--- src/rtl/muldiv_if.sv ---
// muldiv_if: request/write-back bundle between the core and muldiv_unit.
//   master (core side) drives start, op, rs1_data, rs2_data, rd_addr_in, kill
//                      and observes busy, done, wr_en, wr_addr, wr_data.
//   slave  (unit side) is the mirror image.
interface muldiv_if #(
  parameter int unsigned DATA_WIDTH = 32
);
  logic                  start;
  logic [2:0]            op;
  logic [DATA_WIDTH-1:0] rs1_data;
  logic [DATA_WIDTH-1:0] rs2_data;
  logic [4:0]            rd_addr_in;
  logic                  kill;
  logic                  busy;
  logic                  done;
  logic                  wr_en;
  logic [4:0]            wr_addr;
  logic [DATA_WIDTH-1:0] wr_data;

  modport master (
    output start, op, rs1_data, rs2_data, rd_addr_in, kill,
    input  busy, done, wr_en, wr_addr, wr_data
  );

  modport slave (
    input  start, op, rs1_data, rs2_data, rd_addr_in, kill,
    output busy, done, wr_en, wr_addr, wr_data
  );
endinterface

--- src/rtl/muldiv_unit.sv ---
// muldiv_unit: iterative RV32M multiply/divide unit.
//   Radix-2 shift-add multiply and restoring divide on operand magnitudes, one bit per
//   cycle, so every op takes DATA_WIDTH iterations plus a DONE cycle. The result is
//   presented as a one-cycle register-file write-back pulse.
// Ports:
//   clk  - clock, rising edge
//   rst  - synchronous active-high reset
//   bus  - muldiv_if.slave: start/op/rs1_data/rs2_data/rd_addr_in/kill in,
//          busy/done/wr_en/wr_addr/wr_data out
// Build option:
//   MULDIV_DIV_EN - when defined, the divide path is built. When undefined, ops 100..111
//                   complete in one cycle with wr_data = 0.
module muldiv_unit #(
  parameter int unsigned DATA_WIDTH = 32
) (
  input logic     clk,
  input logic     rst,
  muldiv_if.slave bus
);
  localparam int unsigned W    = DATA_WIDTH;
  localparam int unsigned CntW = $clog2(W);

`ifdef MULDIV_DIV_EN
  typedef enum logic [1:0] {StIdle, StMul, StDiv, StDone} state_e;
`else
  typedef enum logic [1:0] {StIdle, StMul, StDone} state_e;
`endif

  state_e          state_q;
  logic [1:0]      op_q;      // op[2] is only needed to pick the state
  logic            neg_q;     // negate the final magnitude
  logic [4:0]      rd_q;
  logic [CntW-1:0] cnt_q;
  logic [2*W-1:0]  acc_q;     // mul: {partial product, multiplier}; div: {rem, dividend/quotient}
  logic [W-1:0]    mcand_q;   // mul: multiplicand magnitude; div: divisor magnitude
  logic            busy_q;
  logic            done_q;
  logic            wr_en_q;
  logic [4:0]      wr_addr_q;
  logic [W-1:0]    wr_data_q;

  // Operand sign handling at accept time.
  logic         a_neg, b_neg, res_neg;
  logic [W-1:0] a_mag, b_mag;

  always_comb begin
    a_neg = 1'b0;
    b_neg = 1'b0;
    case (bus.op)
      3'b000, 3'b001, 3'b100, 3'b110: begin
        a_neg = bus.rs1_data[W-1];
        b_neg = bus.rs2_data[W-1];
      end
      3'b010:  a_neg = bus.rs1_data[W-1];
      default: ;
    endcase
    a_mag   = a_neg ? -bus.rs1_data : bus.rs1_data;
    b_mag   = b_neg ? -bus.rs2_data : bus.rs2_data;
    // Remainder follows the dividend; everything else is sign(A) xor sign(B).
    res_neg = (bus.op == 3'b110) ? a_neg : (a_neg ^ b_neg);
  end

  // One shift-add step; the carry out of the add becomes the new top bit.
  logic [W:0]     mul_sum;
  logic [2*W-1:0] mul_acc;
  logic [2*W-1:0] mul_prod;
  logic [W-1:0]   mul_res;

  always_comb begin
    mul_sum  = {1'b0, acc_q[2*W-1:W]} + (acc_q[0] ? {1'b0, mcand_q} : {(W+1){1'b0}});
    mul_acc  = {mul_sum, acc_q[W-1:1]};
    mul_prod = neg_q ? -mul_acc : mul_acc;
    mul_res  = (op_q == 2'b00) ? mul_prod[W-1:0] : mul_prod[2*W-1:W];
  end

`ifdef MULDIV_DIV_EN
  logic           div0_q;
  logic [W:0]     div_shift;
  logic [W:0]     div_trial;
  logic [2*W-1:0] div_acc;
  logic [W-1:0]   div_val;
  logic [W-1:0]   div_res;

  // Restoring step. With a zero divisor every trial succeeds, so the remainder ends up as
  // |A| and its sign as sign(A), which already yields REM = A. Only the quotient needs an
  // override. The signed-overflow case also falls out naturally (|A|/1, positive sign).
  always_comb begin
    div_shift = {acc_q[2*W-1:W], acc_q[W-1]};
    div_trial = div_shift - {1'b0, mcand_q};
    div_acc   = div_trial[W] ? {div_shift[W-1:0], acc_q[W-2:0], 1'b0}
                             : {div_trial[W-1:0], acc_q[W-2:0], 1'b1};
    div_val   = op_q[1] ? div_acc[2*W-1:W] : div_acc[W-1:0];
    if (div0_q && !op_q[1]) begin
      div_res = '1;
    end else begin
      div_res = neg_q ? -div_val : div_val;
    end
  end
`endif

  always_ff @(posedge clk) begin
    if (rst) begin
      state_q   <= StIdle;
      op_q      <= '0;
      neg_q     <= 1'b0;
      rd_q      <= '0;
      cnt_q     <= '0;
      acc_q     <= '0;
      mcand_q   <= '0;
      busy_q    <= 1'b0;
      done_q    <= 1'b0;
      wr_en_q   <= 1'b0;
      wr_addr_q <= '0;
      wr_data_q <= '0;
`ifdef MULDIV_DIV_EN
      div0_q    <= 1'b0;
`endif
    end else begin
      done_q  <= 1'b0;
      wr_en_q <= 1'b0;
      case (state_q)
        StIdle: begin
          if (bus.start && !bus.kill) begin
            op_q   <= bus.op[1:0];
            rd_q   <= bus.rd_addr_in;
            neg_q  <= res_neg;
            cnt_q  <= '0;
            busy_q <= 1'b1;
            if (!bus.op[2]) begin
              state_q <= StMul;
              acc_q   <= {{W{1'b0}}, b_mag};
              mcand_q <= a_mag;
            end else begin
`ifdef MULDIV_DIV_EN
              state_q <= StDiv;
              acc_q   <= {{W{1'b0}}, a_mag};
              mcand_q <= b_mag;
              div0_q  <= (bus.rs2_data == '0);
`else
              state_q   <= StDone;
              done_q    <= 1'b1;
              wr_en_q   <= (bus.rd_addr_in != 5'd0);
              wr_addr_q <= bus.rd_addr_in;
              wr_data_q <= '0;
`endif
            end
          end
        end
        StMul: begin
          if (bus.kill) begin
            state_q <= StIdle;
            busy_q  <= 1'b0;
          end else begin
            acc_q <= mul_acc;
            cnt_q <= cnt_q + CntW'(1);
            if (cnt_q == CntW'(W - 1)) begin
              state_q   <= StDone;
              done_q    <= 1'b1;
              wr_en_q   <= (rd_q != 5'd0);
              wr_addr_q <= rd_q;
              wr_data_q <= mul_res;
            end
          end
        end
`ifdef MULDIV_DIV_EN
        StDiv: begin
          if (bus.kill) begin
            state_q <= StIdle;
            busy_q  <= 1'b0;
          end else begin
            acc_q <= div_acc;
            cnt_q <= cnt_q + CntW'(1);
            if (cnt_q == CntW'(W - 1)) begin
              state_q   <= StDone;
              done_q    <= 1'b1;
              wr_en_q   <= (rd_q != 5'd0);
              wr_addr_q <= rd_q;
              wr_data_q <= div_res;
            end
          end
        end
`endif
        StDone: begin
          // kill here has the same effect as normal completion; only the pulse is masked.
          state_q <= StIdle;
          busy_q  <= 1'b0;
        end
        default: begin
          state_q <= StIdle;
          busy_q  <= 1'b0;
        end
      endcase
    end
  end

  assign bus.busy    = busy_q;
  assign bus.done    = done_q & ~bus.kill;
  assign bus.wr_en   = wr_en_q & ~bus.kill;
  assign bus.wr_addr = wr_addr_q;
  assign bus.wr_data = wr_data_q;

endmodule
--- src/flat_wrapper.sv ---
// flat-port wrapper written by rule: the top's interface ports become plain ports
module muldiv_unit_flat 
#(
  parameter int unsigned DATA_WIDTH = 32
)
  (clk, rst, bus_start, bus_op, bus_rs1_data, bus_rs2_data, bus_rd_addr_in, bus_kill, bus_busy, bus_done, bus_wr_en, bus_wr_addr, bus_wr_data);
  muldiv_if #(.DATA_WIDTH(DATA_WIDTH)) bus_i ();
  input logic clk;
  input logic rst;
  input wire logic [$bits(bus_i.start)-1:0] bus_start;
  input wire logic [$bits(bus_i.op)-1:0] bus_op;
  input wire logic [$bits(bus_i.rs1_data)-1:0] bus_rs1_data;
  input wire logic [$bits(bus_i.rs2_data)-1:0] bus_rs2_data;
  input wire logic [$bits(bus_i.rd_addr_in)-1:0] bus_rd_addr_in;
  input wire logic [$bits(bus_i.kill)-1:0] bus_kill;
  output wire logic [$bits(bus_i.busy)-1:0] bus_busy;
  output wire logic [$bits(bus_i.done)-1:0] bus_done;
  output wire logic [$bits(bus_i.wr_en)-1:0] bus_wr_en;
  output wire logic [$bits(bus_i.wr_addr)-1:0] bus_wr_addr;
  output wire logic [$bits(bus_i.wr_data)-1:0] bus_wr_data;
  assign bus_i.start = bus_start;
  assign bus_i.op = bus_op;
  assign bus_i.rs1_data = bus_rs1_data;
  assign bus_i.rs2_data = bus_rs2_data;
  assign bus_i.rd_addr_in = bus_rd_addr_in;
  assign bus_i.kill = bus_kill;
  assign bus_busy = bus_i.busy;
  assign bus_done = bus_i.done;
  assign bus_wr_en = bus_i.wr_en;
  assign bus_wr_addr = bus_i.wr_addr;
  assign bus_wr_data = bus_i.wr_data;
  muldiv_unit #(.DATA_WIDTH(DATA_WIDTH)) u_core (.clk(clk), .rst(rst), .bus(bus_i));
endmodule
--- config.mk ---
export PLATFORM = sky130hd
export DESIGN_NAME = muldiv_unit_flat
export DESIGN_NICKNAME = d
export VERILOG_FILES = /design/src/rtl/muldiv_if.sv /design/src/rtl/muldiv_unit.sv /design/src/flat_wrapper.sv
export SDC_FILE = /design/constraint.sdc
export NUM_CORES = 1
export LEC_CHECK = 0
export BUFFER_PORTS_ARGS = -buffer_cell sky130_fd_sc_hd__buf_2
export CAP_MARGIN = 20
export CORE_MARGIN = 2
export CORE_UTILIZATION = 50
export CTS_BUF_LIST = sky130_fd_sc_hd__clkbuf_2 sky130_fd_sc_hd__clkbuf_4 sky130_fd_sc_hd__clkbuf_8
export DETAILED_ROUTE_END_ITERATION = 10
export PLACE_DENSITY = 0.74
export SYNTH_ARGS = -nofsm -noshare
export SYNTH_HDL_FRONTEND = slang
export SYNTH_SLANG_ARGS = --single-unit
--- constraint.sdc ---
create_clock -name clk -period 5.1 [get_ports clk]
set_input_delay 1.02 -clock clk [delete_from_list [all_inputs] [get_ports clk]]
set_output_delay 1.02 -clock clk [all_outputs]
set_load 0.1 [all_outputs]
Yosys cells after proc, flatten, opt, wreduce, memory -nomap -nowiden
Cells that the tools add are included.
{"block": "word_totals", "latch_bits": 0, "wordCells": 95, "ram_bits": 0, "romBits": 0, "n_memories": 0, "ff_bits": 151, "inputBits": 76}
{"block": "op_classes", "addsub": 5, "multipliers": 0, "n_div": 0, "eq_ne": 13, "n_lt_le_gt_ge": 0, "n_reduce_logical": 17, "shifts": 0, "mux": 43, "bitwise": 5}
{"cell": "2-to-1 mux 32 bit", "n": 8}
{"cell": "2-to-1 mux 64 bit", "n": 4}
{"cell": "case mux 64 bit (2 select lines)", "n": 1}
{"cell": "negation 32 bit", "n": 2}
{"cell": "negation 64 bit", "n": 1}
{"cell": "case mux 32 bit (2 select lines)", "n": 1}
{"cell": "adder 32 x 33 -> 33 bit", "n": 1}
{"cell": "2-to-1 mux 5 bit", "n": 6}
{"cell": "case mux 5 bit (2 select lines)", "n": 2}
{"cell": "2-to-1 mux 1 bit", "n": 13}
{"cell": "nonzero test 5 bit", "n": 2}
{"cell": "2-to-1 mux 2 bit", "n": 4}
{"cell": "!= test 2 bit, second input constant", "n": 4}
{"cell": "== test 3 bit, second input constant", "n": 2}
{"cell": "case mux 1 bit (2 select lines)", "n": 3}
{"cell": "AND reduction 2 bit", "n": 3}
{"cell": "AND reduction 3 bit", "n": 2}
{"cell": "adder 5 x 1 -> 5 bit, second input constant", "n": 1}
{"cell": "== test 5 bit, second input constant", "n": 1}
{"cell": "AND reduction 5 bit", "n": 1}
{"cell": "OR reduction 5 bit", "n": 1}
{"cell": "logical NOT 2 bit", "n": 2}
{"cell": "!= test 2 x 1 -> 1 bit, second input constant", "n": 2}
{"cell": "case mux 2 bit (2 select lines)", "n": 1}
{"cell": "other kinds (13)", "n": 15}

Logic depth before layout (Yosys ltp)
Gate-level depths: netlist of the first run.
{"block": "logic_depth", "depth_word": 8, "depth_mapped": 16}

Least setup slack after synthesis of the first run
No wires, ideal clock.
{"block": "synth_timing", "kind": "reg2reg", "start": "register u_core.acc_q[0]", "end": "register u_core.wr_data_q[29], in the netlist u_core.bus.wr_data[29]", "slack_ps": 1317, "path_buffers": 2, "path_stages_with_launch": 16, "arrival_time_ps": 3663, "setup_time_ps": 120, "required_time_ps": 4980, "synth_period_minus_slack_ps": 3783, "cell_sequence": "dfxtp_1 > clkbuf_1 > and2_1 > ha_1 > fa_1 > a21o_2 > a221oi_4 > or3_1 > o2111ai_1 > nor4_2 > and4_1 > buf_2 > nand3_2 > or4_1 > mux2i_1 > o21ai_1"}
{"block": "synth_via", "elab_chain_len": 8}
{"element": "from (decl)", "line_no": "muldiv_unit.sv:34", "rtl": "logic [2*W-1:0] acc_q;"}
{"element": "from (signal assigned)", "line_no": "muldiv_unit.sv:131", "rtl": "acc_q <= {{W{1'b0}}, b_mag};"}
{"element": "from (signal assigned)", "line_no": "muldiv_unit.sv:154", "rtl": "acc_q <= mul_acc;"}
{"element": "2-to-1 mux 32 bit (*)", "line_no": "muldiv_unit.sv:70", "rtl": "mul_sum = {1'b0, acc_q[2*W-1:W]} + (acc_q[0] ? {1'b0, mcand_q} : {(W+1){1'b0}});"}
{"element": "adder 32 x 33 -> 33 bit (*)", "line_no": "muldiv_unit.sv:70"}
{"element": "negation 64 bit", "line_no": "muldiv_unit.sv:72", "rtl": "mul_prod = neg_q ? -mul_acc : mul_acc;"}
{"element": "2-to-1 mux 64 bit (*)", "line_no": "muldiv_unit.sv:72"}
{"element": "2-to-1 mux 32 bit (*)", "line_no": "muldiv_unit.sv:73", "rtl": "mul_res = (op_q == 2'b00) ? mul_prod[W-1:0] : mul_prod[2*W-1:W];"}
{"element": "2-to-1 mux 32 bit (*)", "line_no": "muldiv_unit.sv:156", "rtl": "if (cnt_q == CntW'(W - 1)) begin"}
{"element": "2-to-1 mux 32 bit (*)", "line_no": "muldiv_unit.sv:150", "rtl": "if (bus.kill) begin"}
{"element": "case mux 32 bit (2 select lines) (*)", "line_no": "muldiv_unit.sv:121", "rtl": "case (state_q)"}
{"element": "to (signal assigned)", "line_no": "muldiv_unit.sv:161", "rtl": "wr_data_q <= mul_res;"}
{"element": "to (decl)", "line_no": "muldiv_unit.sv:40", "rtl": "logic [W-1:0] wr_data_q;"}
Every way passes the cells marked *; elsewhere a longest branch is shown, timed or not. The select of a mux whose other input is x is not followed.
A chain may end at the register's enable or synchronous reset.

Worst setup path after layout of the first run
Ends and elaborated chain as after synthesis.

==> impl_results.md, run 1 <==
- Commonest cells after routing, fill and taps aside: nor2_1 (220), nand2_1 (167), a21oi_1 (154)
- Async SR Flop Fraction: 0%
- GRT overflow: 0
- WP buf/inv: 0
- Largest net degree at the start of global routing: 70
- Critical path required time: 5.47 ns
- Cell Area, Synth: 11300 um2
- CP peak stage delay: 0.56 ns
- # IOs: 116
- VDD IR max: 0.167 mV
- Clock Path Buffers: 2
- Worst hold margin: 0.441 ns
- Post-layout util: 56.3%
- Register-to-Register Setup Slack: 0.65 ns
- PortBufs: 115
- Clk Latency, worst-skew pair: 0.48 ns
- Commonest non-fill, non-tap cell in the layout: nor2_1
- Worst EP arrival: 4.81 ns
- Drt first-iter violations: 1037
- Yosys reg bits: 151
- DP Wirelength: 25600 um
- Vias in the first global route: 10600
- Share of the synthesized area in the top cell type: 26.8%
- Hold endpoint: u_core.bus.wr_data[17]
- Syn avg cell area: 7.30 um2
- ANT nets after route: 0
- Main flop type after synthesis: dfxtp_1
- Crit Path Category: flip-flop to flip-flop
- Setup Skew: 0.0150 ns
- DIE AREA: 23800 um2
- Post_cts resized: 0
- Clock Sinks: 151
- Max-slew violations: 0
- CP delay by family, top: simple AND/OR/NAND/NOR gates
- First-pass GRT wire length: 54800 um
- Hold Buf Count CTS: 0
- Worst-path cell chain: and2_1, ha_1, fa_1, a21o_2, a221oi_4, xnor2_1, nor3_1, and3_1, and4_1, nand3_2, or4_1, mux2i_1, o21ai_1
- Residual DRC: 0
- Fmax achieved: 0.225 GHz
- Placed Cells: 1850
- CTS H-Tree Depth: 4
- Post-Syn Instances: 1546
- Dpl ws: 0.736 ns
- Critical Path Stages: 13
- Worst hold path cell count: 2
- Area leader, netlist: dfxtp_1
- Finished Cell Area: 12400 um2
- Setup ws final: 0.653 ns
- Drt wl/cell: 18.1 um
- GRT Total Usage: 28.2%
- Leakage: 4.87 nW
- Final cycle utilization of the critical path: 87.2%
- CTS tree: built
- Crit Path Max Fanout: 33
- Cell Count, Final, Fillers Out: 1883
- Final wirelength: 34000 um
- Area of the core: 22000 um2
- Slew Limit Headroom: 31.8%
- Pwr Total: 2.91 mW
- Yosys warnings: 0
- R2r startpoint: u_core.acc_q[0]
- Final Wtd Congestion: 0.971
- Final setup fails: 0
- Status: complete, no violations
- Final hold violation count: 0
- Worst-Margin Slew: 1.02 ns
- CP Launch Type: flip-flop
- Area Growth Syn to Fin: 9.82%
- Number of synthesized flops with an enable pin: 0
- Root Driver: clkbuf_8
- Setup_tns: 0 ns
- Die height: 154 um
- Drt pass-1 iters: 5
- Worst setup EP type: flip-flop
- Share of cells above drive strength 1: 13.2%
- Via/cell ratio: 6.21
- Min Tclk post-route: 4.45 ns
- Die width: 154 um
- R2R cell count: 13
- Starting density of the core: 51.3%
- DR vias: 11700
- Cell Pwr Density: 235 nW/um2
- Count of cell types in the netlist: 92
- RSZ-0062 raised after global routing: false
- Clk pin slew, worst setup/hold paths: 0.09 ns
- CTS buffer count: 17
- Sequential area share after synthesis: 26.8%
- Final nets: 1703
- Slowest CP cell: dfxtp_1
- Hold Crit Class: flip-flop to flip-flop
- Initial antenna violation count: 0
- Row count: 54
- Mapped Nets: 1660
- Placement Cell Area: 11900 um2
- Worst r2r dst: u_core.bus.wr_data[29]
- Hold_sp: u_core.bus.wr_data[17]
- Max-capacitance violation count: 0
- Top post-synthesis cells by area: dfxtp_1 (27%), nor2_1 (7.4%), a21oi_1 (6.8%), nand2_1 (5.6%), a211oi_1 (4.2%)
- Postcts setup bufs: 0
==> report_power, final <==
| part | switching (mW) | leakage [nW] | internal, mW | total (mW) |
|---|---|---|---|---|
| Combinational | 0.389 | 3.41 | 0.195 | 0.584 |
| Clock | 0.530 | 0.233 | 0.544 | 1.07 |
| Sequential | 0.0397 | 1.22 | 1.21 | 1.25 |
==> synthesized netlist by cell type, drive strengths merged (16+ instances only) <==
cell,n
xnor2,45
clkbuf,92
ha,37
xor2,53
inv,25
or3,17
nor4,17
or4,17
and3,17
nand2,167
o31ai,16
nor3,34
nor2,226
a22oi,21
nand3,48
o21ai,72
a211oi,67
and2,40
dfxtp,151
nand4,17
a311oi,16
a21oi,157
==> final cells by class <==
cell class                 count  area [um2]
clock buffer                  20         275
tap                          280         350
sequential                   151        3020
timing repair buffer         130         691
antenna                        1        2.50
clock inverter                12         181
fill                        2203        9630
multi-input combinational   1264        7780
inverter                      25        93.8
==> worst max path at each step <==
stage	startpoint	end
floorplan	u_core.acc_q[0]	u_core.bus.wr_data[29]
global route	u_core.acc_q[0]	u_core.bus.wr_data[29]
CTS	u_core.acc_q[0]	u_core.bus.wr_data[29]
finish	u_core.acc_q[0]	u_core.bus.wr_data[29]
global placement	u_core.acc_q[0]	u_core.bus.wr_data[29]
detailed placement	u_core.acc_q[0]	u_core.bus.wr_data[29]
==> logic make-up (layout without fill, tap and decap cells) <==
family          after synthesis  after routing  share of synthesized area, %
fa+ha+maj                    38             38                          4.28
other cells                   0              1                             0
xor+xnor                     98             98                          7.67
flops                       151            151                          26.8
mux                          13             13                          1.16
buf+inv                     131            187                          4.55
simple gates                643            643                          27.0
compound gates              472            472                          28.5
==> flip-flops by register name (all words and copies together) (netlist names) <==
register	cells
u_core.acc_q	64
u_core.bus.wr_data	32
u_core.mcand_q	32
u_core.bus.wr_addr	5
u_core.cnt_q	5
u_core.rd_q	5
u_core.op_q	2
u_core.state_q	2
u_core.bus.busy	1
u_core.done_q	1
u_core.neg_q	1
u_core.wr_en_q	1
==> per-layer routing <==
metal | GRT usage [%] | wire [um]
met1 | 38.1 | 15300
met2 | 45.7 | 15400
met3 | 5.46 | 2600
met4 | 8.95 | 716
met5 | 0 | 0
==> worst register-to-register path, stage by stage, from the launching register on <==
cell	delay, ns
dfxtp_1	0.56
and2_1	0.29
ha_1	0.23
fa_1	0.45
a21o_2	0.26
a221oi_4	0.38
xnor2_1	0.19
nor3_1	0.33
and3_1	0.32
and4_1	0.36
nand3_2	0.20
or4_1	0.53
mux2i_1	0.14
o21ai_1	0.08
No activity file was read; power rests on OpenSTA's default activity.
==> inputs of run 2 (changes only) <==
Settings changed: PLACE_DENSITY 0.74 to not set, PLACE_DENSITY_LB_ADDON set to 0.08.
==> run 2 against run 1 <==
Compared with the run above: wire length rose by 0.66%; global-route usage grew 0.44 points; setup slack improved by 0.072 ns; final area fell by 0.10%; final cell count unchanged; combinational power about the same; sequential share of layout area hardly changed; core utilization fell by 0.057 points; critical endpoint unchanged; non-clock buffer count grew 1.
==> impl_results.md, run 2 (synthesis results as in run 1) <==
- Hold_sp: u_core.bus.wr_data[17]
- Postcts setup bufs: 0
- Final Wtd Congestion: 0.954
- DP Wirelength: 25900 um
- Clock Sinks: 151
- Slew Limit Headroom: 35.3%
- Final hold violation count: 0
- Root Driver: clkbuf_8
- Seq pwr share: 44.4%
- Cell Int Power: 1.79 mW
- Final nets: 1704
- PortBufs: 115
- Critical path launch point: u_core.acc_q[0]
- R2r startpoint: u_core.acc_q[0]
- RSZ-0062 raised after global routing: false
- Dpl ws: 0.757 ns
- Diode count: 0
- Commonest non-fill, non-tap cell in the layout: nor2_1
- Switching share of power: 36.3%
- Die width: 154 um
- VDD IR max: 0.175 mV
- Status: complete, no violations
- Max-capacitance violation count: 0
- Via/cell ratio: 6.13
- Final wirelength: 34200 um
- Drt first-iter violations: 933
- Initial antenna violation count: 0
- GRT overflow: 0
- Die height: 154 um
- Area Growth Syn to Fin: 9.71%
- Crit Path Category: flip-flop to flip-flop
- Setup ws final: 0.725 ns
- Switch Pwr: 1.02 mW
- Setup Skew: 0.0274 ns
- Share of cells above drive strength 1: 13.3%
- DIE AREA: 23800 um2
- CTS tree: built
- Number of flip-flops in the largest register: 64
- Drt wl/cell: 18.2 um
- Clk pin slew, worst setup/hold paths: 0.10 ns
- Pwr Total: 2.82 mW
- Clock power share: 34.9%
- R2R cell count: 13
- CTS buffer count: 17
- Drt pass-1 iters: 5
- CTS H-Tree Depth: 4
- Hold Crit Class: flip-flop to flip-flop
- Leakage: 4.85 nW
- GRT Total Usage: 28.7%
- Max-slew violations: 0
- Hold Buf Count CTS: 0
- # IOs: 116
- CP Launch Type: flip-flop
- Logic pwr share: 20.7%
- ANT nets after route: 0
- Setup_tns: 0 ns
- Finished Cell Area: 12400 um2
- Worst-Margin Slew: 0.971 ns
- First-pass GRT wire length: 55700 um
- Worst EP arrival: 4.76 ns
- Post_cts resized: 0
- Biggest register: u_core.acc_q
- Fmax achieved: 0.229 GHz
- Clock Path Buffers: 2
- Min Tclk post-route: 4.38 ns
- Cell Pwr Density: 227 nW/um2
- DR vias: 11500
- Commonest cells after routing, fill and taps aside: nor2_1 (220), nand2_1 (167), a21oi_1 (154)
- Crit Path Max Fanout: 33
- Placement Cell Area: 12000 um2
- Row count: 54
- Critical path required time: 5.48 ns
- Final setup fails: 0
- Vias in the first global route: 10600
- Worst setup EP type: flip-flop
- Residual DRC: 0
- Clk Latency, worst-skew pair: 0.49 ns
- Area of the core: 22000 um2
- Largest net degree at the start of global routing: 86
- Final cycle utilization of the critical path: 85.8%
- Starting density of the core: 51.3%
- Worst hold path cell count: 2
## run 2: metal layers
layer / wire length (um) / global-route usage [%] / up-vias
met5: 0 / 0 / -
met4: 557 / 6.97 / 0
met3: 1810 / 3.70 / 46
met2: 15200 / 45.2 / 366
met1: 16700 / 41.7 / 5399
li1: - / - / 5732
## run 2: per-stage QoR
step / hold slack (ns) / cells / util [%]
floorplan: 0.427 / 1546 / -
global placement: 0.436 / 1851 / 54.3
detailed placement: 0.433 / 1851 / 54.3
CTS: 0.447 / 1883 / 56.2
global route: 0.480 / 1883 / 56.2
finish: 0.450 / 1883 / 56.2
## run 2: worst paths after layout
kind / slack (ns) / end
hold reg to reg: 0.45 / u_core.bus.wr_data[17]
setup reg to reg: 0.72 / u_core.bus.wr_data[29]
hold / removal: 0.45 / u_core.bus.wr_data[17]
setup / recovery: 0.72 / u_core.bus.wr_data[29]
## run 2: layout make-up
class / instances / area (um2)
flip-flops and latches: 151 / 3020
repair buffers: 131 / 711
clock buffers: 17 / 234
clock inverters: 15 / 193
inverters: 25 / 93.8
multi-input cells: 1264 / 7780
well taps: 280 / 350
fillers: 2150 / 9640
## run 2: power groups by stage
stage / clock network, mW / registers, mW / logic (mW)
final: 0.984 / 1.25 / 0.582
after global routing: 1.05 / 1.26 / 0.642
after CTS: 1.00 / 1.25 / 0.574
after detailed placement: 0 / 1.28 / 0.572
after global placement: 0 / 1.28 / 0.567
after floorplan: 0 / 1.28 / 0.399
## run 2: critical path: stages (launching register included)
cell and delay (ns):
dfxtp_1 0.57, and2_1 0.30, ha_1 0.23, fa_1 0.44
a21o_2 0.25, a221oi_4 0.37, xnor2_1 0.18, nor3_1 0.31
and3_1 0.31, and4_1 0.36, nand3_2 0.20, or4_1 0.51
mux2i_1 0.15, o21ai_1 0.08
